**src/rtl/fifo_conv.sv**
```systemverilog
// fifo_conv: width-converting show-ahead FIFO. Each accepted input word is
// split into RATIO output slices that are stored back to back; the consumer
// sees the head slice combinationally and pops one slice per cycle.
module fifo_conv #(
   parameter int OUT_W     = 8,
   parameter int RATIO     = 2,
   parameter int DEPTH     = 16,
   parameter int MSB_FIRST = 1,
   parameter int AFULL_TH  = 12
) (
   input  logic                       clk,
   input  logic                       rst,
   input  logic                       flush,
   input  logic                       input_valid,
   output logic                       input_enable,
   input  logic [OUT_W*RATIO-1:0]     data_in,
   output logic                       output_valid,
   input  logic                       output_enable,
   output logic [OUT_W-1:0]           data_out,
   output logic [$clog2(DEPTH):0]     level,
   output logic                       almost_full
);

   localparam int AW = $clog2(DEPTH);
   localparam int LW = AW + 1;

   localparam logic [LW-1:0] DEPTH_L = LW'(DEPTH);
   localparam logic [LW-1:0] RATIO_L = LW'(RATIO);
   // When RATIO == DEPTH this truncates to 0, which is the correct modulo step.
   localparam logic [AW-1:0] RATIO_P = AW'(RATIO);

   logic [OUT_W-1:0] mem [DEPTH];
   logic [AW-1:0]    wr_ptr;
   logic [AW-1:0]    rd_ptr;
   logic             do_write;
   logic             do_read;

   // Position of the input slice that lands at write offset i.
   function automatic int slice_sel(input int i);
      return (MSB_FIRST != 0) ? (RATIO - 1 - i) : i;
   endfunction

   // Space is judged on the current level only, so a same-cycle pop never
   // opens room for a write.
   assign input_enable = (DEPTH_L - level) >= RATIO_L;
   assign output_valid = (level != '0);
   assign almost_full  = (32'(level) >= AFULL_TH);
   assign data_out     = output_valid ? mem[rd_ptr] : '0;

   assign do_write = input_valid && input_enable && !flush;
   assign do_read  = output_valid && output_enable && !flush;

   // Pointer and level bookkeeping; rst outranks flush, flush outranks traffic.
   always_ff @(posedge clk) begin
      // NOTE: non-blocking assignments keep every register sampling the
      // pre-edge values, so level and pointers update consistently.
      if (rst || flush) begin
         wr_ptr <= '0;
         rd_ptr <= '0;
         level  <= '0;
      end else begin
         if (do_write) wr_ptr <= wr_ptr + RATIO_P;
         if (do_read)  rd_ptr <= rd_ptr + AW'(1);
         level <= level + (do_write ? RATIO_L : '0) - (do_read ? LW'(1) : '0);
      end
   end

   // Slice storage: RATIO consecutive entries per accepted input word.
   always_ff @(posedge clk) begin
      // NOTE: the array has no reset; stale contents are unreachable because
      // level gates output_valid and data_out.
      if (!rst && do_write) begin
         for (int i = 0; i < RATIO; i++) begin
            mem[wr_ptr + AW'(i)] <= data_in[slice_sel(i)*OUT_W +: OUT_W];
         end
      end
   end

endmodule

```
**config.mk**
```make
export PLATFORM = sky130hd
export DESIGN_NAME = fifo_conv
export DESIGN_NICKNAME = d
export VERILOG_FILES = /design/src/rtl/fifo_conv.sv
export SDC_FILE = /design/constraint.sdc
export NUM_CORES = 1
export LEC_CHECK = 0
export CORE_ASPECT_RATIO = 1.5
export CORE_MARGIN = 3
export CORE_UTILIZATION = 25
export DETAILED_ROUTE_END_ITERATION = 12
export GPL_ROUTABILITY_DRIVEN = 0
export GPL_TIMING_DRIVEN = 0
export PLACE_DENSITY = 0.42
export SETUP_SLACK_MARGIN = 0.3
export SKIP_LAST_GASP = 1
export SLEW_MARGIN = 20
export SYNTH_ARGS = -nofsm -noshare
export SYNTH_HDL_FRONTEND = slang
export SYNTH_SLANG_ARGS = --single-unit
```
**constraint.sdc**
```tcl
create_clock -name clk -period 2.7 [get_ports clk]
set_input_delay 0.27 -clock clk [delete_from_list [all_inputs] [get_ports clk]]
set_output_delay 0.27 -clock clk [all_outputs]
set_load 0.005 [all_outputs]
```
==> results of run 1 <==
cell usage in the layout, fill, tap and decap left out, types with 3 or more instances in the layout:
cell type        netlist  routed
edfxtp_1             128     128
mux2i_1               52      52
buf_4                  1      31
clkdlybuf4s50_1        0      27
a22oi_1               22      21
clkbuf_16              0      17
nand2_1               15      15
nor2_1                18      13
dfxtp_1               16      11
buf_6                  3      10
buf_12                 1       8
nand3_1                8       8
buf_8                  1       8
mux4_2                 7       7
ha_1                  13       7
ha_4                   0       6
nor2_4                 0       5
nand2b_1               6       5
dlymetal6s2s_1         0       5
inv_1                 10       4
inv_4                  0       4
dfxtp_4                0       4
inv_6                  0       4
bufinv_16              0       4
nor2b_1                4       3
o21ai_1                0       3
o21ai_2                0       3
nor3_4                 0       3
xnor2_1                3       3
buf_2                  3       3
metrics by stage:
| step | instances | total power, W | worst slack (ns) |
|---|---|---|---|
| CTS | 771 | 0.00685 | 0.0688 |
| detailed placement | 713 | 0.00403 | -0.327 |
| finish | 785 | 0.00688 | 0.218 |
| floorplan | 354 | 0.00342 | 0.328 |
| global route | 785 | 0.00718 | 0.0799 |
| global placement | 705 | 0.00400 | -0.466 |
critical path, stage by stage (launching register included):
cell             delay, ns
dfxtp_1               0.33
buf_6                 0.17
and2_1                0.17
clkbuf_8              0.19
a22oi_1               0.22
nand2_1               0.08
o21ai_1               0.13
clkdlybuf4s50_1       0.52
timing repair:
item / CTS / global route
buffers inserted: 26 / 14
setup endpoints to repair: 45 / 70
pin swaps: 10 / 18
resized for setup: 56 / 29
cloned: 1 / 0
logic make-up (layout without fill, tap and decap cells):
group,after synthesis,count (layout),share of synthesized area (%)
mux,60,60,11.9
compound gates,38,38,4.73
buf+inv,23,139,2.44
flops,144,144,70.6
xor+xnor,6,6,0.891
simple gates,69,69,6.30
fa+ha+maj,14,14,3.10
registers in the layout, indices dropped and copies added (netlist names), named ones only:
signal and count:
rd_ptr 4, level 5, wr_ptr 3, mem 128
power by group through the flow:
stage | clock (W) | sequential, W | combinational (W)
final | 0.00249 | 0.00254 | 0.00184
after global routing | 0.00262 | 0.00255 | 0.00201
after CTS | 0.00254 | 0.00254 | 0.00176
after detailed placement | 0 | 0.00261 | 0.00142
after global placement | 0 | 0.00260 | 0.00140
after floorplan | 0 | 0.00259 | 0.000832
cell type report:
cell class | instances | area share, %
well taps | 315 | 4.85
inverters | 10 | 0.585
multi-input cells | 187 | 22.6
clock buffers | 17 | 5.24
clock inverters | 14 | 2.51
plain buffers | 13 | 2.00
flip-flops and latches | 144 | 51.5
repair buffers | 85 | 10.8
worst min path at each step:
| stage | startpoint | slack, ns | cells past startpoint | to |
|---|---|---|---|---|
| 3_3_place_gp | rd_ptr[3] | 0.51 | 2 | rd_ptr[3] |
| 6_report | rd_ptr[3] | 0.54 | 2 | rd_ptr[3] |
| 5_1_grt | rd_ptr[3] | 0.59 | 2 | rd_ptr[3] |
| 4_1_cts | rd_ptr[3] | 0.55 | 2 | flop |
| 2_1_floorplan | data_in[8] | 0.37 | 0 | mem[0][0] |
| 3_5_place_dp | rd_ptr[3] | 0.52 | 2 | flop |
layer usage:
metal	vias up	routed length, µm	part of all wire (%)
li1	1579	-	-
met1	1711	6130	42
met2	58	7630	53
met3	14	483	3.3
met4	0	180	1.2
met5	-	0	0
==> results.cfg, run 1 <==
[setup_path]
critPathKind = flop to primary output
r2r_cells = 12
timing.rr.end = level[2]
cp_data_required_time_ns = 2.43
rrSetupSlack_ns = 0.34
endpoint_kind = primary output
startpoint_type = flop
r2r_start = level[2]
crit_arrival_ns = 2.21
crit_end = data_out[4]
worstPathMaxFanout = 10

[finish]
areaGrowthSynthToFinish_pct = 37.7
fillers = 2270
fin_nets = 493
fin_area_um2 = 8120
final_util_pct = 35.1
drive_gt1_share_pct = 31.7
ff_latch_area_um2 = 4180
multiInputGateArea_um2 = 1830
num_antenna_cells = 0

[grt]
grt_max_degree = 17
antenna_found_initial = 0
grt_pass1_wl_um = 22000
gr-total-overflow = 0
grt_use_total_pct = 11.5
use_met2_pct = 20.3
grt_pass1_vias = 3631
grt.busiest_layer = met2
met1_usage_pct = 14.1
use_met3_pct = 2.31

[yosys]
synth_largest_area_cell = edfxtp_1
async_flop_share_pct = 0
ys_seq_elements = 144
yosys_warnings = 0
synth_nets = 389
synth_top_area_share_pct = 65.2
synthFlopType = edfxtp_1
synth_edf_count = 128
synth.top_cells.by_count = 128 x edfxtp_1, 52 x mux2i_1, 22 x a22oi_1
syn-cell-area_um2 = 5900
syn_area_per_cell_um2 = 16.7
synth.area.top_cells = edfxtp_1 65%, mux2i_1 8.8%, dfxtp_1 5.4%
synth_cell_types = 44
synth.yosys.seq_area_share_pct = 70.6
post-synth-top-count-cell = edfxtp_1
syn_inst = 354

[floorplanning]
rows = 68
die-area_um2 = 25500
io_pins = 37
die_w_um = 131
core_um2 = 23100
dieHeight_um = 194
initial_core_util_pct = 25.5

[sta]
worstMarginPinSlew_ns = 0.526
setup_viol_count_final = 0
max_freq_ghz = 0.403
rsz0062_at_grt = yes
hold_viol = 0
post-route-period-util_pct = 91.9
clock_skew_ns = 0.00812
holdWs_ns = 0.538
slew_headroom_pct = 64.9
tns_ns = 0
period_needed_ns = 2.48
maxSlewViolCount = 0

[routing]
vias = 3362
wirelength_um = 14400
drt_first_pass_iters = 4
wl_per_cell_um = 18.4
drt-initial-drc-count = 198
route.detailed.drc = 0
viasPerCell = 4.28
route.antenna.remaining_nets = 0

[clock_network]
path_clk_slew_ns = 0.06
cts_tree = built
postCtsHoldBufs = 0
h-tree-depth = 4
cts_sinks = 144
cts_buffers = 17
insertion_delay_ns = 0.41
clk_path_buf_depth = 2
root_buffer = clkbuf_16

[power_and_ir_drop]
clkPwrFrac_pct = 36.2
ir_worst_vdd_uv = 507
p_per_area_nw_per_um2 = 847
pwr-share-comb_pct = 26.8
p_seq_share_pct = 37.0
power.switching_w = 0.00180
internal-power_w = 0.00507
power.leakage_nw = 2.74
switching_share_pct = 26.3

[status]
outcome = complete, no violations

[flow_run]
cap_violations = 0

[placement]
postPlaceCellArea_um2 = 6890
hpwl_um = 9350
port_buffers = 36

[hold_path]
hp-class = flop to flop
Power figures use the tool's default switching activity.
==> inputs of run 2 (changes only) <==
--- a/config.mk
+++ b/config.mk
@@ -5,13 +5,14 @@
 export SDC_FILE = /design/constraint.sdc
 export NUM_CORES = 1
 export LEC_CHECK = 0
+export ABC_AREA = 1
 export CORE_ASPECT_RATIO = 1.5
 export CORE_MARGIN = 3
 export CORE_UTILIZATION = 25
 export DETAILED_ROUTE_END_ITERATION = 12
 export GPL_ROUTABILITY_DRIVEN = 0
 export GPL_TIMING_DRIVEN = 0
-export PLACE_DENSITY = 0.42
+export PLACE_DENSITY = 0.41
 export SETUP_SLACK_MARGIN = 0.3
 export SKIP_LAST_GASP = 1
 export SLEW_MARGIN = 20
==> run 2 against run 1 <==
Compared with the run above: sequential share of layout area fell by 1.8 points; routed wire length rose by 32%; critical path type is now flop to flop; sequential power barely moved; utilization fell by 0.94 points; via count rose by 36%; largest power group is now clock.
==> results.cfg, run 2 <==
[setup_path]
rrSetupSlack_ns = 0.24
endpoint_kind = flop
crit_arrival_ns = 2.77
r2r_start = level[0]
slowest_stage = fa_2
crit_chain = inv_4 > ha_4 > nand2_2 > inv_2 > ha_4 > nand3_2 > nor2_2 > nand3_2 > buf_6 > nand2_4 > ha_4 > inv_2 > ha_4 > inv_2 > fa_2 > nor2_1
timing.rr.end = level[2]
startpoint_type = flop
worstPathMaxFanout = 3
r2r_cells = 16
crit_path_frequent_cell = ha_4
cp_data_required_time_ns = 3.01
cpPeakStageDelay_ns = 0.51
critPathKind = flop to flop

[yosys]
synth_cell_types = 25
synth.top_cells.by_count = 181 x nand2_1, 128 x edfxtp_1, 100 x inv_1
syn_inst = 612
yosys_warnings = 0
synth.area.top_cells = edfxtp_1 61%, nand2_1 11%, nand3_1 7.1%
async_flop_share_pct = 0
synth_nets = 647
syn_area_per_cell_um2 = 10.3
post-synth-top-count-cell = nand2_1
synth_top_area_share_pct = 61.0
ys_seq_elements = 144
synth.yosys.seq_area_share_pct = 66.0
synth_edf_count = 128
syn-cell-area_um2 = 6310
synth_largest_area_cell = edfxtp_1
synthFlopType = edfxtp_1

[grt]
grt_pass1_wl_um = 28300
gr-total-overflow = 0
antenna_found_initial = 0
grt_max_degree = 17
grt_use_total_pct = 14.4
grt_pass1_vias = 4746

[hold_path]
worst_hold_path.num_cells = 1
holdPathEnd = rd_ptr[3]
hp-start = rd_ptr[3]
hp-class = flop to flop

[floorplanning]
die-area_um2 = 27200
core_um2 = 24600
dieHeight_um = 201
rows = 70
die_w_um = 136
initial_core_util_pct = 25.6
io_pins = 37

[placement]
hpwl_um = 11800
postPlaceCellArea_um2 = 7200
port_buffers = 36

[power_and_ir_drop]
p_per_area_nw_per_um2 = 854
ir_worst_vdd_uv = 665
power.leakage_nw = 3.35

[finish]
final_common_cell = nand2_1
final_cell_mix = 178 x nand2_1, 128 x edfxtp_1, 90 x inv_1
largest_reg_flops = 128
areaGrowthSynthToFinish_pct = 33.3
fin_area_um2 = 8410
num_antenna_cells = 0
fillers = 2469
largest_registers = mem (128), level (5), rd_ptr (4)
fin_nets = 731
drive_gt1_share_pct = 19.0
largest-register = mem

[sta]
tns_ns = 0
period_needed_ns = 2.46
rsz0062_at_grt = yes
hold_viol = 0
slew_headroom_pct = 66.8
setup_viol_count_final = 0
clock_skew_ns = 0.00900
maxSlewViolCount = 0
worstMarginPinSlew_ns = 0.498
max_freq_ghz = 0.406
post-route-period-util_pct = 91.2

[routing]
vias = 4560
route.detailed.drc = 0
drt_first_pass_iters = 5
route.antenna.remaining_nets = 0
drt-initial-drc-count = 267
wl_per_cell_um = 18.4
wirelength_um = 19000
viasPerCell = 4.41

[clock_network]
cts_buffers = 17
cts_tree = built
path_clk_slew_ns = 0.06
clk_path_buf_depth = 2
h-tree-depth = 4
root_buffer = clkbuf_16
insertion_delay_ns = 0.43
cts_sinks = 144
postCtsHoldBufs = 0

[status]
outcome = complete, no violations

[flow_run]
cap_violations = 0
-- run 2: changes by cell type after synthesis, moves of 6 or more --
cell      delta
inv_1       +90
nand2b_1     -6
o211ai_1     +6
buf_2        +7
a22oi_1     -22
mux4_2       -7
nand3_1     +82
mux2i_1     -52
a21oi_1     +14
nand2_1    +166
-- run 2: power breakdown --
part,internal (W),switching [W],total (W)
logic,0.000923,0.00108,0.00200
registers,0.00251,0.0000372,0.00255
clock network,0.00169,0.000940,0.00263
total,0.00512,0.00206,0.00718
-- run 2: through the flow --
| step | worst slack, ns | instances | hold WS (ns) | util (%) | total power [W] |
|---|---|---|---|---|---|
| 6_report | 0.236 | 1033 | 0.444 | 34.2 | 0.00718 |
| 5_1_grt | 0.0919 | 1033 | 0.474 | 34.2 | 0.00752 |
| 4_1_cts | 0.0533 | 1030 | 0.444 | 33.9 | 0.00713 |
| 3_5_place_dp | -0.222 | 974 | 0.430 | 29.3 | 0.00415 |
| 3_3_place_gp | -0.638 | 972 | 0.438 | 29.1 | 0.00414 |
| 2_1_floorplan | 0.294 | 612 | 0.369 | - | 0.00343 |
-- run 2: logic make-up (layout without fill, tap and decap cells) --
kind of cell               Yosys count  in the layout  share of synthesized area (%)
AOI/OAI and AO/OA                   29             29                           2.70
DFF                                144            144                           66.0
and+or+nand+nor                    296            296                           19.7
buffers and inverters              127            224                           8.41
adders and majority gates           14             14                           2.90
xor gates and xnor gates             2              2                          0.278
-- run 2: area by class of cell --
cell class | count | area [µm²] | area share, %
plain buffers | 26 | 231 | 2.75
clock buffers | 19 | 453 | 5.39
clock inverters | 13 | 209 | 2.49
inverters | 101 | 390 | 4.64
multi-input cells | 341 | 1820 | 21.6
flip-flops and latches | 144 | 4170 | 49.7
well taps | 324 | 405 | 4.82
repair buffers | 65 | 728 | 8.66
-- run 2: worst max-delay path by stage --
stage	from	to	slack, ns	depth (start not counted)
final	level[0]	level[2]	0.24	16
after global routing	level[0]	level[3]	0.09	17
after CTS	flop	data_out[7]	0.05	10
after detailed placement	level[2]	mem[4][1]	-0.22	12
after global placement	level[2]	mem[7][1]	-0.64	10
after floorplan	level[2]	mem[10][0]	0.29	10
-- run 2: worst max-delay path, delay by kind of cell, from the launching register on --
kind	cells	cell delay, ns
fa+ha+maj	5	1.25
buf+inv	5	0.32
flops	1	0.36
simple gates	6	0.42
-- run 2: timing repair --
item	4_1_cts	5_1_grt
pin swaps	22	5
buffers inserted	24	3
endpoints found under the hold margin	0	0
gates resized for setup	67	14
setup endpoints to repair	141	138
-- run 2: routing by layer --
| metal | up-vias | track usage [%] | wire, µm | part of all wire (%) |
|---|---|---|---|---|
| li1 | 2177 | - | - | - |
| met1 | 2223 | 16.6 | 7770 | 41 |
| met2 | 120 | 25.3 | 9830 | 52 |
| met3 | 40 | 2.86 | 831 | 4.4 |
| met4 | 0 | 7.02 | 610 | 3.2 |
| met5 | - | 0 | 0 | 0 |
